===== config.mk =====
export PLATFORM = sky130hd
export DESIGN_NAME = pipeline_hazard_controller
export DESIGN_NICKNAME = d
export VERILOG_FILES = /design/src/rtl/pipeline_hazard_controller.sv
export SDC_FILE = /design/constraint.sdc
export NUM_CORES = 1
export LEC_CHECK = 0
export CAP_MARGIN = 20
export CORE_ASPECT_RATIO = 1.5
export CORE_UTILIZATION = 30
export CTS_CLUSTER_SIZE = 8
export DETAILED_ROUTE_END_ITERATION = 10
export GPL_ROUTABILITY_DRIVEN = 0
export PLACE_DENSITY_LB_ADDON = 0.1
export SLEW_MARGIN = 20
export SYNTH_ARGS = -nofsm -noshare
export SYNTH_HDL_FRONTEND = slang
export SYNTH_SLANG_ARGS = --single-unit

===== constraint.sdc =====
create_clock -name clk -period 2.37 [get_ports clk]
set_input_delay 0.5925 -clock clk [delete_from_list [all_inputs] [get_ports clk]]
set_output_delay 0.5925 -clock clk [all_outputs]
set_load 0.05 [all_outputs]

===== src/rtl/pipeline_hazard_controller.sv =====
`default_nettype none
// ============================================================================
// pipeline_hazard_controller
//   Stall/flush sequencer for the PC, IF/ID, ID/EX and EX/MEM barriers.
//   Optional stallCycles counter is built when HAZARD_STALL_COUNTER_EN is defined.
//   Revision: 1.0
// ============================================================================
module pipeline_hazard_controller #(
    parameter int MAX_MEM_WAIT = 15
) (
    input  logic       clk,
    input  logic       reset,
    input  logic [4:0] idLHSRegisterIndex,
    input  logic [4:0] idRHSRegisterIndex,
    input  logic       idUsesLHS,
    input  logic       idUsesRHS,
    input  logic       exMemRead,
    input  logic [4:0] exWriteRegisterIndex,
    input  logic       branchTaken,
    input  logic       memBusy,
    output logic       pcWrite,
    output logic       ifIdWrite,
    output logic       idExWrite,
    output logic       exMemWrite,
    output logic       ifIdFlush,
    output logic       idExFlush,
    output logic [1:0] controllerState,
    output logic       memTimeout
`ifdef HAZARD_STALL_COUNTER_EN
    ,
    output logic [31:0] stallCycles
`endif
);

    localparam logic [1:0] ST_RUN        = 2'd0;
    localparam logic [1:0] ST_MEM_WAIT   = 2'd1;
    localparam logic [1:0] ST_LOAD_STALL = 2'd2;
    localparam logic [1:0] ST_FLUSH      = 2'd3;

    localparam logic [7:0] WAIT_LIMIT = 8'(MAX_MEM_WAIT);

    logic [1:0] state;
    logic [1:0] state_next;
    logic [7:0] wait_cnt;
    logic       load_use;
    logic       load_use_armed;

    assign load_use = exMemRead && (exWriteRegisterIndex != 5'd0) &&
                      ((idUsesLHS && (idLHSRegisterIndex == exWriteRegisterIndex)) ||
                       (idUsesRHS && (idRHSRegisterIndex == exWriteRegisterIndex)));

    // One cycle of suppression after a bubble/flush keeps a held load from stalling twice.
    assign load_use_armed = load_use && (state != ST_LOAD_STALL) && (state != ST_FLUSH);

    assign controllerState = state;

    always_ff @(posedge clk or posedge reset) begin
        if (reset) begin
            state <= ST_RUN;
        end else begin
            state <= state_next;
        end
    end

    always_ff @(posedge clk or posedge reset) begin
        if (reset) begin
            wait_cnt   <= 8'd0;
            memTimeout <= 1'b0;
        end else if (memBusy) begin
            if (wait_cnt == WAIT_LIMIT) begin
                memTimeout <= 1'b1;
            end else begin
                wait_cnt <= wait_cnt + 8'd1;
            end
        end else begin
            wait_cnt <= 8'd0;
        end
    end

    always_comb begin
        state_next = ST_RUN;
        if (memBusy) begin
            state_next = ST_MEM_WAIT;
        end else if (branchTaken) begin
            state_next = ST_FLUSH;
        end else if (load_use_armed) begin
            state_next = ST_LOAD_STALL;
        end
    end

    always_comb begin
        pcWrite    = 1'b1;
        ifIdWrite  = 1'b1;
        idExWrite  = 1'b1;
        exMemWrite = 1'b1;
        ifIdFlush  = 1'b0;
        idExFlush  = 1'b0;
        if (reset) begin
            pcWrite    = 1'b0;
            ifIdWrite  = 1'b0;
            idExWrite  = 1'b0;
            exMemWrite = 1'b0;
            ifIdFlush  = 1'b1;
            idExFlush  = 1'b1;
        end else if (memBusy) begin
            pcWrite    = 1'b0;
            ifIdWrite  = 1'b0;
            idExWrite  = 1'b0;
            exMemWrite = 1'b0;
        end else if (branchTaken) begin
            ifIdFlush  = 1'b1;
            idExFlush  = 1'b1;
        end else if (load_use_armed) begin
            pcWrite    = 1'b0;
            ifIdWrite  = 1'b0;
            idExFlush  = 1'b1;
        end
    end

`ifdef HAZARD_STALL_COUNTER_EN
    always_ff @(posedge clk or posedge reset) begin
        if (reset) begin
            stallCycles <= 32'd0;
        end else if (!pcWrite) begin
            stallCycles <= stallCycles + 32'd1;
        end
    end
`endif

endmodule
`default_nettype wire


==> impl_results.rst, run 1 <==
.. list-table::
   :header-rows: 1

   * - Metric
     - Value
   * - Status
     - finished with violations
   * - Violations in the final reports
     - setup timing
   * - Total DRC errors in the routed layout
     - 0
   * - Die outline area
     - 2420 um2
   * - Multiplexer share of the synthesized area
     - between 1.5 and 2%
   * - Sequential fraction of the synthesis area
     - about two fifths
   * - Growth of design area from synthesis to finish
     - 77.3%
   * - Die height
     - 59.7 um
   * - P per Cell Area
     - 413 nW/um2
   * - HPWL after DPL
     - 1350 um
   * - Post-synthesis share of cell area spent on xor and xnor gates
     - 17.1%
   * - Total grt overflow
     - 0
   * - Ranking of synthesized cells by area
     - sky130_fd_sc_hd__dfrtp_1 41%, sky130_fd_sc_hd__xor2_1 13%, sky130_fd_sc_hd__nor2_1 3.9%
   * - Iter 0 DRT Violations
     - 6
   * - Net count after synthesis
     - between 90 and 100
   * - Post-detailed-routing wire length
     - 1680 um
   * - Total inserted antenna cells
     - 0
   * - Setup repair after global routing missed its margin
     - yes
   * - Critical Path RT
     - between 1500 and 2000 ps
   * - CTS tree
     - built
   * - WP data arrival
     - 1910 ps
   * - Remaining antenna violation count
     - 0
   * - Commonest cells after routing, fill and taps aside
     - 11 x sky130_fd_sc_hd__dfrtp_1, 11 x sky130_fd_sc_hd__buf_4, 9 x sky130_fd_sc_hd__clkdlybuf4s50_1, 8 x sky130_fd_sc_hd__xor2_1, 7 x sky130_fd_sc_hd__dlygate4sd2_1
   * - Root cell of the clock tree
     - sky130_fd_sc_hd__clkbuf_4
   * - Fraction of post-synthesis cell area in the top cell type by area
     - 41.3%
   * - Die span in x
     - 40.5 um
   * - Count of vias placed by the detailed router
     - between 600 and 700
   * - Transition time of the tightest slew-check pin
     - slightly above 500 ps
   * - F_max
     - 399 MHz
   * - Buffer levels on the longest clock path
     - 2
   * - Vias/cell
     - 5.05
   * - Number of global-route vias before repair
     - 673
   * - Port Buffers
     - 30
   * - Hold Worst Slack
     - between 400 and 500 ps
   * - Critical path cell sequence
     - clkdlybuf4s50_1, or4b_4, o21bai_2, buf_12
   * - Maximum vdd ir drop
     - approximately 0.21 mV
   * - Number of hold violations in the final report
     - 0
   * - Share of final-layout standard cells stronger than drive strength 1
     - 36.0%
   * - NumNets Final
     - 135
   * - Number of sinks driven by the clock tree
     - 11
   * - Area of the mapped netlist
     - 667 um2
   * - Worst Clk Skew
     - about 1.6 ps
   * - Count of maximum capacitance violations
     - 0
   * - Final critical delay including setup and external delays
     - ~2500 ps
   * - Hold buffer count at cts
     - 0
   * - Main combinational cell family by area after synthesis
     - simple AND/OR/NAND/NOR gates
   * - Cell accounting for the most synthesized area
     - sky130_fd_sc_hd__dfrtp_1
   * - Relative slew slack
     - 65.9%
   * - Routed length per instance
     - around 13 um
   * - Number of clock buffers inserted by TritonCTS
     - 3
   * - GRT Total Usage
     - between 10% and 20%
   * - Synthesized-area fraction occupied by and/or/nand/nor cells
     - 21.0%
   * - Delay of the slowest critical-path stage
     - about 550 ps
   * - CP max FO
     - 2
   * - Synth Instances
     - 68
   * - Largest net degree at the start of global routing
     - 12
   * - Element type at the critical path start
     - input pin
   * - Wire length of the first global-routing pass
     - 2750 um
   * - Number of antenna violations at the first check in global routing
     - 0
   * - Hold/Removal Path Class
     - flip-flop to flip-flop
   * - Register clock-pin slew on the reported worst setup and hold paths
     - 70 ps
   * - Number of register bits inferred by synthesis
     - 11
   * - Total iterations of the first detailed-routing run
     - 4
   * - Number of warnings reported in the yosys synthesis log
     - 0
   * - Total I/O pin count
     - 31
   * - Clock latency at the later pin of the worst-skew pair
     - 260 ps
   * - Core area
     - just over 2000 um2
   * - Area share of fa/ha/maj cells after synthesis
     - 1.88%
   * - Slowest cell on the critical path
     - sky130_fd_sc_hd__or4b_4
   * - Count of different cell masters after synthesis
     - 29
   * - Max-slew violation count
     - 0
   * - Compound-cell area share of the yosys netlist
     - 12.2%
   * - Starting density of the core
     - 32.5%
   * - Number of endpoints failing setup at the final stage
     - 3
   * - Critical path capture point type
     - output port
   * - Average cell area after synthesis
     - around 9.8 um2
   * - Power consumption
     - 488 uW
   * - H-tree Lvls
     - 1
   * - Class of the most critical setup path
     - input pin to output port
   * - Final worst path period share
     - 106%
   * - Standard-cell row count
     - 20
   * - Worst-case setup margin in the final layout
     - -137 ps
   * - Total leakage power
     - 0.000533 uW
-- cells in the mapped netlist (all sizes together) --
| master | instances |
|---|---|
| dfrtp | 11 |
| xor2 | 10 |
| nor2 | 7 |
| nand2 | 4 |
| buf | 3 |
| o21ai | 3 |
| or3 | 3 |
| xnor2 | 3 |
| a21oi | 2 |
| a31oi | 2 |
| nor4 | 2 |
| o21bai | 2 |
| or4b | 2 |
| a211oi | 1 |
| a32oi | 1 |
| and2 | 1 |
| and4 | 1 |
| clkinv | 1 |
| ha | 1 |
| inv | 1 |
| mux2i | 1 |
| nand3 | 1 |
| nand4 | 1 |
| nor3b | 1 |
| o21a | 1 |
| or2 | 1 |
| or4 | 1 |
-- state kept, by name, indices dropped and copies added (netlist names) --
signal           cells
controllerState      2
wait_cnt             8
memTimeout           1
-- worst max-delay path: cells and delay by family --
kind | cells | cell delay (ps)
AO/OA/AOI/OAI | 1 | 190
buffers and inverters | 2 | 580
AND/OR/NAND/NOR | 1 | 550
-- routing by layer --
layer	vias up	part of all wire, %	GRT usage (%)
met5	-	0	0
met4	0	1.6	8.57
met3	2	3.2	3.72
met2	21	62	31.7
met1	319	33	15.9
li1	329	-	-
-- where the power goes --
group          internal, uW  leakage [uW]  total [uW]  switching (uW)
combinational          82.8      0.000374         161            78.5
sequential              194      0.000144         200            5.91
clock                  65.0     0.0000150         126            61.3
total                   342      0.000533         488             146
-- what timing repair did --
item / 4_1_cts / 5_1_grt
cloned: 0 / 0
endpoints found under the setup margin: 3 / 4
endpoints found under the hold margin: 0 / 0
pin swaps: 6 / 4
resized for setup: 46 / 6
buffers inserted: 0 / 1
-- path summary, 6_finish.rpt --
kind | from | endpoint | slack, ps | cells past startpoint
min | memTimeout$_DFFE_PP0P_ | memTimeout$_DFFE_PP0P_ | 490 | 1
max in group asynchronous | reset | wait_cnt[6]$_DFFE_PP0N_ | 1540 | 3
max reg2reg | wait_cnt[5]$_DFFE_PP0N_ | wait_cnt[0]$_DFFE_PP0N_ | 760 | 4
min in group asynchronous | reset | wait_cnt[0]$_DFFE_PP0N_ | 690 | 3
min reg2reg | memTimeout$_DFFE_PP0P_ | memTimeout$_DFFE_PP0P_ | 490 | 1
max | memBusy | idExFlush | -140 | 4
-- layout make-up --
type | instances | area [um2]
clock buffer | 4 | 26.3
fill | 213 | 870
inverter | 2 | 7.51
multi-input combinational | 52 | 425
sequential | 11 | 275
tap | 22 | 27.5
timing repair buffer | 42 | 420
-- logic make-up after synthesis --
family / count (synthesis)
and+or+nand+nor: 25
xor gates and xnor gates: 13
AOI/OAI and AO/OA: 12
DFF: 11
buffers and inverters: 5
muxes: 1
adders and majority gates: 1
-- per-stage QoR --
stage / cell area [um2] / std cells / setup slack [ps] / TNS [ps] / utilization, %
2_1_floorplan: 674 / 68 / -71.2 / -71.2 / -
3_3_place_gp: 1080 / 128 / -520 / -1510 / 52.7
3_5_place_dp: 1080 / 128 / -543 / -1590 / 52.7
4_1_cts: 1170 / 132 / -142 / -395 / 57.0
5_1_grt: 1180 / 133 / -165 / -479 / 57.6
6_report: 1180 / 133 / -137 / -378 / 57.6
Power figures use the tool's default switching activity.
==> inputs of run 2 (changes only) <==
--- a/config.mk
+++ b/config.mk
@@ -5,6 +5,7 @@
 export SDC_FILE = /design/constraint.sdc
 export NUM_CORES = 1
 export LEC_CHECK = 0
+export ABC_CLOCK_PERIOD_IN_PS = 2900
 export CAP_MARGIN = 20
 export CORE_ASPECT_RATIO = 1.5
 export CORE_UTILIZATION = 30
==> constraint.sdc (replaced) <==
create_clock -name clk -period 2.9 [get_ports clk]
set_input_delay 0.725 -clock clk [delete_from_list [all_inputs] [get_ports clk]]
set_output_delay 0.725 -clock clk [all_outputs]
set_load 0.05 [all_outputs]
==> impl_results.rst, run 2 (same netlist as run 1, synthesis figures left out) <==
.. list-table::
   :header-rows: 1

   * - Metric
     - Value
   * - Die outline area
     - 2420 um2
   * - Total I/O pin count
     - 31
   * - Clock latency at the later pin of the worst-skew pair
     - between 200 and 300 ps
   * - CP max FO
     - 3
   * - Number of hold violations in the final report
     - 0
   * - Final critical delay including setup and external delays
     - 2810 ps
   * - Reg with most FFs
     - wait_cnt
   * - Starting density of the core
     - roughly a third
   * - Vias/cell
     - 4.95
   * - Iter 0 DRT Violations
     - 3
   * - Endpoint with the worst hold slack
     - memTimeout$_DFFE_PP0P_
   * - Number of sinks driven by the clock tree
     - 11
   * - P per Cell Area
     - 347 nW/um2
   * - Core occupancy in the finished layout
     - 53.7%
   * - Post-detailed-routing wire length
     - 1430 um
   * - Number of flip-flops in the largest register
     - 8
   * - Final worst path period share
     - 97.1%
   * - Remaining antenna violation count
     - 0
   * - Number of global-route vias before repair
     - a little over 600
   * - Root cell of the clock tree
     - sky130_fd_sc_hd__clkbuf_4
   * - Element type at the critical path start
     - input pin
   * - Transition time of the tightest slew-check pin
     - 514 ps
   * - Total iterations of the first detailed-routing run
     - 4
   * - F_max
     - 355 MHz
   * - Largest net degree at the start of global routing
     - 12
   * - H-tree Lvls
     - 1
   * - Reg2Reg Setup Slack
     - 1300 ps
   * - Number of clock buffers inserted by TritonCTS
     - 3
   * - Growth of design area from synthesis to finish
     - 65.1%
   * - Number of cells traversed by the worst hold path
     - 1
   * - Total inserted antenna cells
     - 0
   * - Total grt overflow
     - 0
   * - Max-slew violation count
     - 0
   * - Buffer levels on the longest clock path
     - 2
   * - Maximum vdd ir drop
     - roughly 0.19 mV
   * - NumNets Final
     - 130
   * - Count of vias placed by the detailed router
     - 634
   * - Port Buffers
     - 30
   * - Summed area of non-filler cells in the final layout
     - 1100 um2
   * - Beginning of the worst register-to-register path
     - wait_cnt[5]$_DFFE_PP0N_
   * - Worst Clk Skew
     - 1.95 ps
   * - Total DRC errors in the routed layout
     - 0
   * - CTS tree
     - built
   * - HPWL after DPL
     - ~1200 um
   * - Critical Path RT
     - 2170 ps
   * - Placed Area
     - roughly 1000 um2
   * - Logic depth of the worst register-to-register path
     - 4
   * - Relative slew slack
     - 65.6%
   * - Capture point of the worst reg-to-reg path
     - wait_cnt[0]$_DFFE_PP0N_
   * - Total leakage power
     - 0.000484 uW
   * - Buffers inserted during post-CTS setup optimization
     - 0
   * - Die height
     - 59.7 um
   * - Class of the most critical setup path
     - input pin to output port
   * - Routed length per instance
     - 11.2 um
   * - Number of antenna violations at the first check in global routing
     - 0
   * - Commonest cells after routing, fill and taps aside
     - 13 x sky130_fd_sc_hd__clkdlybuf4s50_1, 11 x sky130_fd_sc_hd__dfrtp_1, 10 x sky130_fd_sc_hd__xor2_1, 8 x sky130_fd_sc_hd__buf_4, 7 x sky130_fd_sc_hd__dlygate4sd2_1
   * - WP data arrival
     - 2090 ps
   * - Status
     - complete, no violations
   * - GRT Total Usage
     - 15.3%
   * - Share of final-layout standard cells stronger than drive strength 1
     - 23.6%
   * - Most common cell after layout, fill and taps aside
     - sky130_fd_sc_hd__clkdlybuf4s50_1
   * - Min-delay src
     - memTimeout$_DFFE_PP0P_
   * - Count of maximum capacitance violations
     - 0
   * - Number of endpoints failing setup at the final stage
     - 0
   * - Core area
     - 2050 um2
   * - Die span in x
     - roughly 40 um
   * - Critical path capture point type
     - output port
   * - Register clock-pin slew on the reported worst setup and hold paths
     - 70 ps
   * - Standard-cell row count
     - 20
   * - Number of inserted filler cells in the final layout
     - 210
   * - Wire length of the first global-routing pass
     - 2430 um
   * - Setup repair after global routing missed its margin
     - no
   * - Hold buffer count at cts
     - 0
   * - Hold/Removal Path Class
     - flip-flop to flip-flop
==> run 2: cell count changes in the layout (fill, tap and decap cells not counted), moves of 2 or more <==
cell and delta:
sky130_fd_sc_hd__buf_2 -3, sky130_fd_sc_hd__clkdlybuf4s50_1 +4, sky130_fd_sc_hd__clkdlybuf4s15_1 +2, sky130_fd_sc_hd__buf_4 -3, sky130_fd_sc_hd__xor2_1 +2, sky130_fd_sc_hd__buf_8 -3, sky130_fd_sc_hd__xor2_2 -2
==> run 2: timing repair <==
item                       CTS  global route
setup endpoints to repair    3             3
cloned                       0             0
pin swaps                    4             1
gates resized for setup     14             9
==> run 2: per-layer routing <==
layer	routed length [um]	vias to the layer above	global-route usage, %
met5	0	-	0
met2	832	23	26.5
li1	-	319	-
met3	63	4	2.60
met1	493	288	14.9
met4	45	0	11.4
==> run 2: cell type report <==
cell class	count	area (um2)	share of cell area (%)
Multi-Input combinational cell	52	390	35.5
Timing Repair Buffer	37	374	34.0
Sequential cell	11	275	25.0
Tap cell	22	27.5	2.50
Clock buffer	4	26.3	2.39
Inverter	2	7.51	0.682
==> run 2: worst max-delay path by stage <==
stage | from | to | slack [ps]
2_1_floorplan | exWriteRegisterIndex[1] | pcWrite | 20
3_3_place_gp | exWriteRegisterIndex[3] | idExFlush | -290
3_5_place_dp | exWriteRegisterIndex[1] | ifIdWrite | -260
4_1_cts | exWriteRegisterIndex[1] | pcWrite | 20
5_1_grt | idRHSRegisterIndex[3] | ifIdWrite | 7
6_report | idRHSRegisterIndex[3] | ifIdWrite | 90
==> run 2: metrics by stage <==
step	setup TNS, ps	total power, uW	hold slack, ps	setup WS (ps)	instances
after detailed placement	-767	284	469	-262	124
final	0	382	484	85.2	128
after CTS	0	386	489	15.5	128
after global routing	0	409	520	6.68	128
after floorplan	0	220	477	24.4	68
after global placement	-779	284	474	-289	124
==> run 2: worst max-delay path, cell delays in order <==
cell	delay, ps
sky130_fd_sc_hd__clkdlybuf4s50_1	470
sky130_fd_sc_hd__xor2_1	180
sky130_fd_sc_hd__nor4_2	70
sky130_fd_sc_hd__a32oi_2	250
sky130_fd_sc_hd__o21a_1	220
sky130_fd_sc_hd__buf_6	170
==> run 2: power breakdown <==
| group | switching (uW) | internal [uW] | total [uW] |
|---|---|---|---|
| Clock | 47.3 | 53.2 | 101 |
| Sequential | 4.52 | 159 | 163 |
| Combinational | 58.4 | 59.4 | 118 |
| Total | 110 | 272 | 382 |
==> inputs of run 3 (changes only) <==
--- a/config.mk
+++ b/config.mk
@@ -5,14 +5,14 @@
 export SDC_FILE = /design/constraint.sdc
 export NUM_CORES = 1
 export LEC_CHECK = 0
-export ABC_CLOCK_PERIOD_IN_PS = 2900
-export CAP_MARGIN = 20
+export ABC_CLOCK_PERIOD_IN_PS = 3250
 export CORE_ASPECT_RATIO = 1.5
 export CORE_UTILIZATION = 30
 export CTS_CLUSTER_SIZE = 8
 export DETAILED_ROUTE_END_ITERATION = 10
 export GPL_ROUTABILITY_DRIVEN = 0
 export PLACE_DENSITY_LB_ADDON = 0.1
+export RECOVER_POWER = 25
 export SLEW_MARGIN = 20
 export SYNTH_ARGS = -nofsm -noshare
 export SYNTH_HDL_FRONTEND = slang
==> constraint.sdc (replaced) <==
create_clock -name clk -period 3.25 [get_ports clk]
set_input_delay 0.8125 -clock clk [delete_from_list [all_inputs] [get_ports clk]]
set_output_delay 0.8125 -clock clk [all_outputs]
set_load 0.05 [all_outputs]
==> impl_results.rst, run 3 (same netlist as run 1, synthesis figures left out) <==
.. list-table::
   :header-rows: 1

   * - Metric
     - Value
   * - Worst Clk Skew
     - 1.94 ps
   * - Core area
     - between 2000 and 2500 um2
   * - Class of the most critical setup path
     - input pin to output port
   * - Setup repair after global routing missed its margin
     - no
   * - Power consumption
     - 340 uW
   * - Count of buffer and inverter cells on the critical path
     - 2
   * - Max-slew violation count
     - 0
   * - Number of hold violations in the final report
     - 0
   * - Worst slack after detailed placement
     - -90.1 ps
   * - Status
     - complete, no violations
   * - Routed length per instance
     - 11.2 um
   * - Number of inserted filler cells in the final layout
     - 213
   * - Wire length of the first global-routing pass
     - ~2300 um
   * - Transition time of the tightest slew-check pin
     - ~600 ps
   * - Count of maximum capacitance violations
     - 0
   * - Core occupancy in the finished layout
     - a little over half
   * - Buffers inserted during post-CTS setup optimization
     - 0
   * - Min-delay src
     - memTimeout$_DFFE_PP0P_
   * - Gate family responsible for the most delay along the worst path
     - buffers and inverters
   * - Endpoint with the worst hold slack
     - memTimeout$_DFFE_PP0P_
   * - Relative slew slack
     - between 50 and 60%
   * - Share of final-layout standard cells stronger than drive strength 1
     - approximately a fifth
   * - Number of cells traversed by the worst hold path
     - 1
   * - CP max FO
     - 2
   * - HPWL after DPL
     - 1260 um
   * - Total iterations of the first detailed-routing run
     - 4
   * - Starting density of the core
     - 32.5%
   * - Reg2Reg Setup Slack
     - 1640 ps
   * - Total leakage power
     - 0.000474 uW
   * - Logic depth of the worst register-to-register path
     - 5
   * - Critical Path RT
     - 2440 ps
   * - Maximum vdd ir drop
     - 0.151 mV
   * - P per Cell Area
     - 313 nW/um2
   * - Total inserted antenna cells
     - 0
   * - Total DRC errors in the routed layout
     - 0
   * - Final instance count without filler cells
     - 130
   * - Remaining antenna violation count
     - 0
   * - Post-detailed-routing wire length
     - 1450 um
   * - Register clock-pin slew on the reported worst setup and hold paths
     - 70 ps
   * - Element type at the critical path start
     - input pin
   * - Number of sinks driven by the clock tree
     - 11
   * - Capture point of the worst reg-to-reg path
     - wait_cnt[1]$_DFFE_PP0N_
   * - Sequential cell area
     - 275 um2
   * - Number of global-route vias before repair
     - 594
   * - Critical path cell sequence
     - clkdlybuf4s50_1, nor2_1, or4b_2, o21a_1, buf_4
   * - Number of clock buffers inserted by TritonCTS
     - 3
   * - Critical path capture point type
     - output port
   * - Buffer levels on the longest clock path
     - 2
   * - Number of flip-flops in the largest register
     - 8
   * - NumNets Final
     - 132
   * - Die height
     - roughly 60 um
   * - Vias/cell
     - 4.99
   * - Count of vias placed by the detailed router
     - 649
   * - Commonest cells after routing, fill and taps aside
     - 19 x sky130_fd_sc_hd__clkdlybuf4s50_1, 11 x sky130_fd_sc_hd__dfrtp_1, 11 x sky130_fd_sc_hd__buf_4, 10 x sky130_fd_sc_hd__xor2_1, 7 x sky130_fd_sc_hd__nor2_1
   * - Root cell of the clock tree
     - sky130_fd_sc_hd__clkbuf_4
   * - Worst-case setup margin in the final layout
     - ~120 ps
   * - F_max
     - 319 MHz
   * - Final worst path period share
     - 96.4%
   * - Hold/Removal Path Class
     - flip-flop to flip-flop
   * - Multi-input gate area
     - 368 um2
   * - Beginning of the worst register-to-register path
     - wait_cnt[0]$_DFFE_PP0N_
   * - Final critical delay including setup and external delays
     - 3130 ps
   * - Reg with most FFs
     - wait_cnt
   * - Standard-cell row count
     - 20
   * - Delay of the slowest critical-path stage
     - 600 ps
   * - Slowest cell on the critical path
     - sky130_fd_sc_hd__or4b_2
   * - Number of endpoints failing setup at the final stage
     - 0
   * - Die outline area
     - 2420 um2
   * - WP data arrival
     - 2320 ps
   * - Growth of design area from synthesis to finish
     - 62.9%
   * - Clock latency at the later pin of the worst-skew pair
     - 260 ps
   * - Port Buffers
     - 30
   * - Total grt overflow
     - 0
   * - Total I/O pin count
     - 31
   * - Die span in x
     - 40.5 um
   * - GRT Total Usage
     - 14.4%
   * - Number of antenna violations at the first check in global routing
     - 0
   * - Largest net degree at the start of global routing
     - 12
   * - Number of instances in the placed design
     - about 130
   * - H-tree Lvls
     - 1
   * - Iter 0 DRT Violations
     - 3
   * - CTS tree
     - built
   * - Most common cell after layout, fill and taps aside
     - sky130_fd_sc_hd__clkdlybuf4s50_1
==> run 3: worst max-delay path by stage <==
stage | cells past startpoint | start | slack (ps) | end
6_report | 5 | exWriteRegisterIndex[0] | 120 | ifIdWrite
5_1_grt | 5 | exWriteRegisterIndex[0] | 60 | pcWrite
4_1_cts | 6 | idRHSRegisterIndex[3] | 100 | idExFlush
3_5_place_dp | 6 | exWriteRegisterIndex[2] | -90 | ifIdWrite
3_3_place_gp | 7 | exWriteRegisterIndex[1] | -70 | idExFlush
2_1_floorplan | 3 | memBusy | 80 | pcWrite
==> run 3: layout make-up <==
class	count	share of cell area, %
timing repair buffer	39	35.1
multi-input combinational	52	33.9
sequential	11	25.3
tap	22	2.53
clock buffer	4	2.42
inverter	2	0.691
==> run 3: routing by layer <==
metal  GRT usage (%)  up-vias  share of wire (%)
met5               0        -                  0
met1            14.6      300                 36
met4            10.0        0                1.9
met3            2.23        2                4.1
li1                -      322                  -
met2            24.9       25                 58
==> run 3: what timing repair did <==
action,in CTS,in global routing
setup endpoints to repair,3,0
resized for setup,6,0
hold buffers,0,0
==> run 3: power breakdown <==
group,switching (uW),internal (uW),total (uW)
registers,4.38,142,146
logic,50.4,54.1,105
clock network,41.8,47.4,89.2
==> run 3: metrics by stage <==
stage | hold slack [ps] | area (um2) | TNS [ps]
2_1_floorplan | 477 | 667 | 0
3_3_place_gp | 463 | 1060 | -197
3_5_place_dp | 466 | 1060 | -250
4_1_cts | 492 | 1090 | 0
5_1_grt | 507 | 1090 | 0
6_report | 484 | 1090 | 0
==> RTL edit 1: new RTL, flow settings as in run 2 <==
Register the output `ifIdFlush`, cleared by the reset; this adds one clock of latency there. The other outputs are not delayed to match.
--- a/src/rtl/pipeline_hazard_controller.sv
+++ b/src/rtl/pipeline_hazard_controller.sv
@@ -39,4 +39,6 @@
 
     localparam logic [7:0] WAIT_LIMIT = 8'(MAX_MEM_WAIT);
+
+    logic ifIdFlush_d;
 
     logic [1:0] state;
@@ -94,5 +96,5 @@
         idExWrite  = 1'b1;
         exMemWrite = 1'b1;
-        ifIdFlush  = 1'b0;
+        ifIdFlush_d = 1'b0;
         idExFlush  = 1'b0;
         if (reset) begin
@@ -101,5 +103,5 @@
             idExWrite  = 1'b0;
             exMemWrite = 1'b0;
-            ifIdFlush  = 1'b1;
+            ifIdFlush_d = 1'b1;
             idExFlush  = 1'b1;
         end else if (memBusy) begin
@@ -109,5 +111,5 @@
             exMemWrite = 1'b0;
         end else if (branchTaken) begin
-            ifIdFlush  = 1'b1;
+            ifIdFlush_d = 1'b1;
             idExFlush  = 1'b1;
         end else if (load_use_armed) begin
@@ -128,4 +130,12 @@
 `endif
 
+    always_ff @(posedge clk or posedge reset) begin
+        if (reset) begin
+            ifIdFlush <= '0;
+        end else begin
+            ifIdFlush <= ifIdFlush_d;
+        end
+    end
+
 endmodule
 `default_nettype wire
Function: changed (a bounded check fails within 4 cycles, from zero or initial values and one cycle with reset high).
==> RTL edit 1 against run 2 <==
Count of clock-buffer cells in the layout unchanged; sequential cell count up 1; via count rose by 0.95%; critical path depth unchanged; cell area rose by 7.3%; power increased by 13%; non-clock buffer count grew 1; setup slack got worse by 20 ps; combinational power increased by 7%; global-route usage is 0.42 points lower; area after synthesis increased by 4.1%; routed wire length rose by 14%.
==> RTL edit 1: results (changes against run 2) <==
run_status: "complete, no violations"
finalSetupViolCount: 0  # unchanged
place_hpwl_mm: 1.40  # +14%
diodes: 0  # unchanged
grt_use_met3: 0.0220  # -0.00404
syn_nets: 93  # +2.2%
cts.htree.levels: 1  # unchanged
grt_pass1_vias: 614  # -1.3%
yosysWarningCount: 0  # unchanged
grt_max_degree: 13  # +1
worstReg2RegEnd: "wait_cnt[1]"
holdCritPathClass: "flip-flop to flip-flop"
reg2reg_depth: 5  # +1
wl_per_cell_um: 12.4  # +11%
cts_buffers: 3  # unchanged
grtUsageTotal: 0.149  # -0.00416
fillers: 215  # +2.4%
largest_register_ffs: 8  # unchanged
hold_path_end: "memTimeout"
ir_drop_mv: 0.108  # -44%
cts_setup_buffers: 0  # unchanged
synth_area_leaders: "dfrtp_1 43%, xor2_1 13%, xnor2_1 5.0%"
crit_fanout: 3  # unchanged
ff2ff_setup_slack_ps: 1330  # +30 ps
yosysSeqAreaShare: 0.432  # +0.0197
synth_flop_cell: "dfrtp_1"
clkTransAtPathRegs_ps: 70  # about the same
slew_headroom: 0.660  # +0.00380
ys_async_sr_fraction: 1.00  # unchanged
clk_latency_ps: 270
hold_start: "memTimeout"
grt_pass1_wl_mm: 2.48  # +2.0%
p_leak_uw: 0.000539  # +11%
synth_common_cells: "12 x dfrtp_1, 10 x xor2_1, 7 x nor2_1"
finalClockSkew_ps: 4.40  # +2.46 ps
final_nets: 133  # +2.3%
antenna_found_initial: 0  # unchanged
dr.first_iter.drc_count: 5  # +2
syn_area_per_cell_um2: 9.92  # +1.2%
dr.pass1.iters: 2  # -2
post-place-ws_ps: -221  # +40.6 ps
synth_cell_type_count: 32  # +10%
clock_path_buffers: 2  # unchanged
largest-register: "wait_cnt"
met1_usage: 0.132  # -0.0170
arrival_ps: 2110  # +20 ps
grt_use_met2: 0.281  # +0.0159
wl_mm: 1.64  # +14%
r2r-start: "wait_cnt[0]"
drive_above_1_share: 0.266  # +0.0302
routed-via-count: 640  # +0.95%
-- RTL edit 1: cell types whose count changed in the layout (fill, tap and decap cells not counted), sizes merged, moves of 2 or more --
| cell | delta |
|---|---|
| or3 | -2 |
| dlymetal6s2s | +3 |
| nor3 | +2 |
| clkdlybuf4s15 | -4 |
-- RTL edit 1: cell type report --
type / count / share of cell area
flip-flops and latches: 12 / 0.254
clock buffers: 4 / 0.0307
multi-input cells: 53 / 0.342
well taps: 23 / 0.0244
inverters: 2 / 0.00636
repair buffers: 38 / 0.342
-- RTL edit 1: kinds of logic (layout without fill, tap and decap cells) --
kind of cell | Yosys count | count (layout) | share of synthesized area
AOI/OAI and AO/OA | 11 | 11 | 0.0973
buffers and inverters | 5 | 44 | 0.0396
muxes | 1 | 1 | 0.0144
and+or+nand+nor | 26 | 26 | 0.222
DFF | 12 | 12 | 0.432
adders and majority gates | 1 | 1 | 0.0180
xor gates and xnor gates | 14 | 14 | 0.177
-- RTL edit 1: worst max-delay path by stage --
| stage | from | to | slack [ps] |
|---|---|---|---|
| after CTS | idRHSRegisterIndex[1] | pcWrite | 20 |
| after floorplan | exWriteRegisterIndex[1] | pcWrite | 30 |
| after global routing | exWriteRegisterIndex[2] | ifIdWrite | 2 |
| final | exWriteRegisterIndex[2] | pcWrite | 70 |
| after detailed placement | exWriteRegisterIndex[4] | pcWrite | -220 |
| after global placement | exWriteRegisterIndex[4] | ifIdWrite | -200 |
-- RTL edit 1: stage by stage --
| step | power, µW | hold slack, ps | setup TNS [ps] | utilization | cell area, µm² |
|---|---|---|---|---|---|
| 2_1_floorplan | 236 | 502 | 0 | - | 697 |
| 3_3_place_gp | 307 | 464 | -574 | 0.506 | 1120 |
| 3_5_place_dp | 308 | 461 | -660 | 0.506 | 1120 |
| 4_1_cts | 439 | 489 | 0 | 0.532 | 1170 |
| 5_1_grt | 454 | 530 | 0 | 0.535 | 1180 |
| 6_report | 433 | 483 | 0 | 0.535 | 1180 |
-- RTL edit 1: worst max-delay path, stage by stage --
cell and delay, ps:
dlygate4sd2_1 290, xor2_1 180, nor4_2 350, a32oi_2 130
o21a_2 280, buf_12 150
-- RTL edit 1: repair_timing --
item	4_1_cts	5_1_grt
setup endpoints to repair	3	2
pin swaps	4	5
gates cloned	0	0
gates resized for setup	14	6
-- RTL edit 1: power by group --
| group | leakage, µW | switching, µW | total, µW | internal [µW] |
|---|---|---|---|---|
| sequential | 0.000155 | 4.41 | 178 | 174 |
| clock | 0.0000210 | 52.8 | 129 | 76.3 |
| combinational | 0.000363 | 61.5 | 126 | 64.2 |
| total | 0.000539 | 119 | 433 | 314 |
-- RTL edit 1: layer usage --
layer	share of wire	routed length, µm
met4	0.023	38
met2	0.57	938
met5	0	0
met1	0.35	578
met3	0.049	81
==> RTL edit 2: new RTL, flow settings as in run 2 <==
Made on the original files. Add a define of `HAZARD_STALL_COUNTER_EN`.
--- a/src/rtl/pipeline_hazard_controller.sv
+++ b/src/rtl/pipeline_hazard_controller.sv
@@ -6,4 +6,6 @@
 //   Revision: 1.0
 // ============================================================================
+`define HAZARD_STALL_COUNTER_EN
+
 module pipeline_hazard_controller #(
     parameter int MAX_MEM_WAIT = 15
Check against the original RTL (old outputs only; new: stallCycles): equivalent (Yosys induction, for registers that start in step).
==> RTL edit 2 against run 2 <==
The run now ends with design-rule violations left; power rose to 6.5 times the old value; sequential cell count rose by 32; count of clock-buffer cells in the layout rose by 2; synthesized cell count rose to 3.1 times the old value; clock power rose to 4.9 times the old value; cell area rose to 2.9 times the old value; setup slack got worse by 33 ps; utilization fell by 7.7 points; via count rose to 2.8 times the old value; area after synthesis rose to 3.2 times the old value; routed wire length rose to 3.7 times the old value; combinational power rose to 9.5 times the old value.
==> RTL edit 2: results (changes against run 2) <==
wl_met1_mm: 2.19  # +340%
r2r-start: "controllerState[1]"
yosysSeqAreaShare: 0.498  # +0.0855
whs_ps: 476  # -7.39 ps
grt_max_degree: 44  # +32
grtUsageTotal: 0.144  # -0.00930
synth_compound_area_frac: 0.0440  # -0.0779
arrival_ps: 2120  # +30 ps
synth_common_cells: "43 x dfrtp_1, 29 x xor2_1, 20 x nor2_1"
cpPeakStageDelay_ps: 540  # +70 ps
largest-register: "stallCycles"
dieArea_mm2: 0.00755  # +210%
violations: "design-rule violations"
ir_drop_mv: 0.449  # +130%
clkTransAtPathRegs_ps: 90  # +20 ps
dr.first_iter.drc_count: 58  # +55
final_nets: 312  # +140%
slew_headroom: 0.600  # -0.0564
p_leak_uw: 0.00140  # +190%
grt_pass1_vias: 1737  # +180%
run_status: "complete, but fails checks"
drc: 8  # +8
cp-startpoint: "exWriteRegisterIndex[3]"
met1_usage: 0.177  # +0.0281
cts_buffers: 5  # +2
ff2ff_setup_slack_ps: 940  # -360 ps
slowest_stage: "or4_4"
place_hpwl_mm: 3.74  # +200%
synth_area_leaders: "dfrtp_1 50%, xor2_1 12%, xnor2_1 6.1%"
cts.htree.levels: 2  # +1
synthMuxAreaShare: 0.00985  # -0.00516
crit_fanout: 2  # -1
synth_top_area_share: 0.498  # +0.0855
grt_pass1_wl_mm: 8.46  # +250%
finalClockSkew_ps: 7.71  # +5.77 ps
routed-via-count: 1778  # +180%
synth_xor_area_frac: 0.178  # +0.00772
port_buffers: 62  # +110%
synthAdderAreaFrac: 0.0116  # -0.00717
dpl_cell_area_mm2: 0.00298  # +180%
cp-endpoint: "idExFlush"
syn_nets: 235  # +160%
reg2reg_depth: 8  # +4
drive_above_1_share: 0.152  # -0.0836
synth_cell_type_count: 34  # +17%
clk_latency_ps: 290  # +30 ps
dr.pass1.iters: 7  # +3
==> RTL edit 2: final cells by class <==
| cell class | instances | area [µm²] |
|---|---|---|
| Inverter | 6 | 26.3 |
| Multi-Input combinational cell | 156 | 1060 |
| Clock inverter | 2 | 35.0 |
| Fill cell | 695 | 3730 |
| Tap cell | 78 | 97.6 |
| Sequential cell | 43 | 1080 |
| Timing Repair Buffer | 76 | 787 |
| Clock buffer | 6 | 82.6 |
==> RTL edit 2: worst max-delay path, delay by kind of cell <==
kind / cells / cell delay [ps]
AO/OA/AOI/OAI: 2 / 200
buffers and inverters: 2 / 260
AND/OR/NAND/NOR: 3 / 940
==> RTL edit 2: power by group <==
part	internal, µW	switching [µW]	total [µW]
registers	729	159	888
logic	401	718	1120
clock network	279	211	490
total	1410	1090	2500
==> RTL edit 2: metrics by stage <==
step	worst slack, ps	std cells	util
after CTS	3.70	366	0.451
after floorplan	59.2	211	-
after detailed placement	-308	358	0.432
final	52.3	367	0.459
after global routing	7.68	367	0.459
after global placement	-312	358	0.432
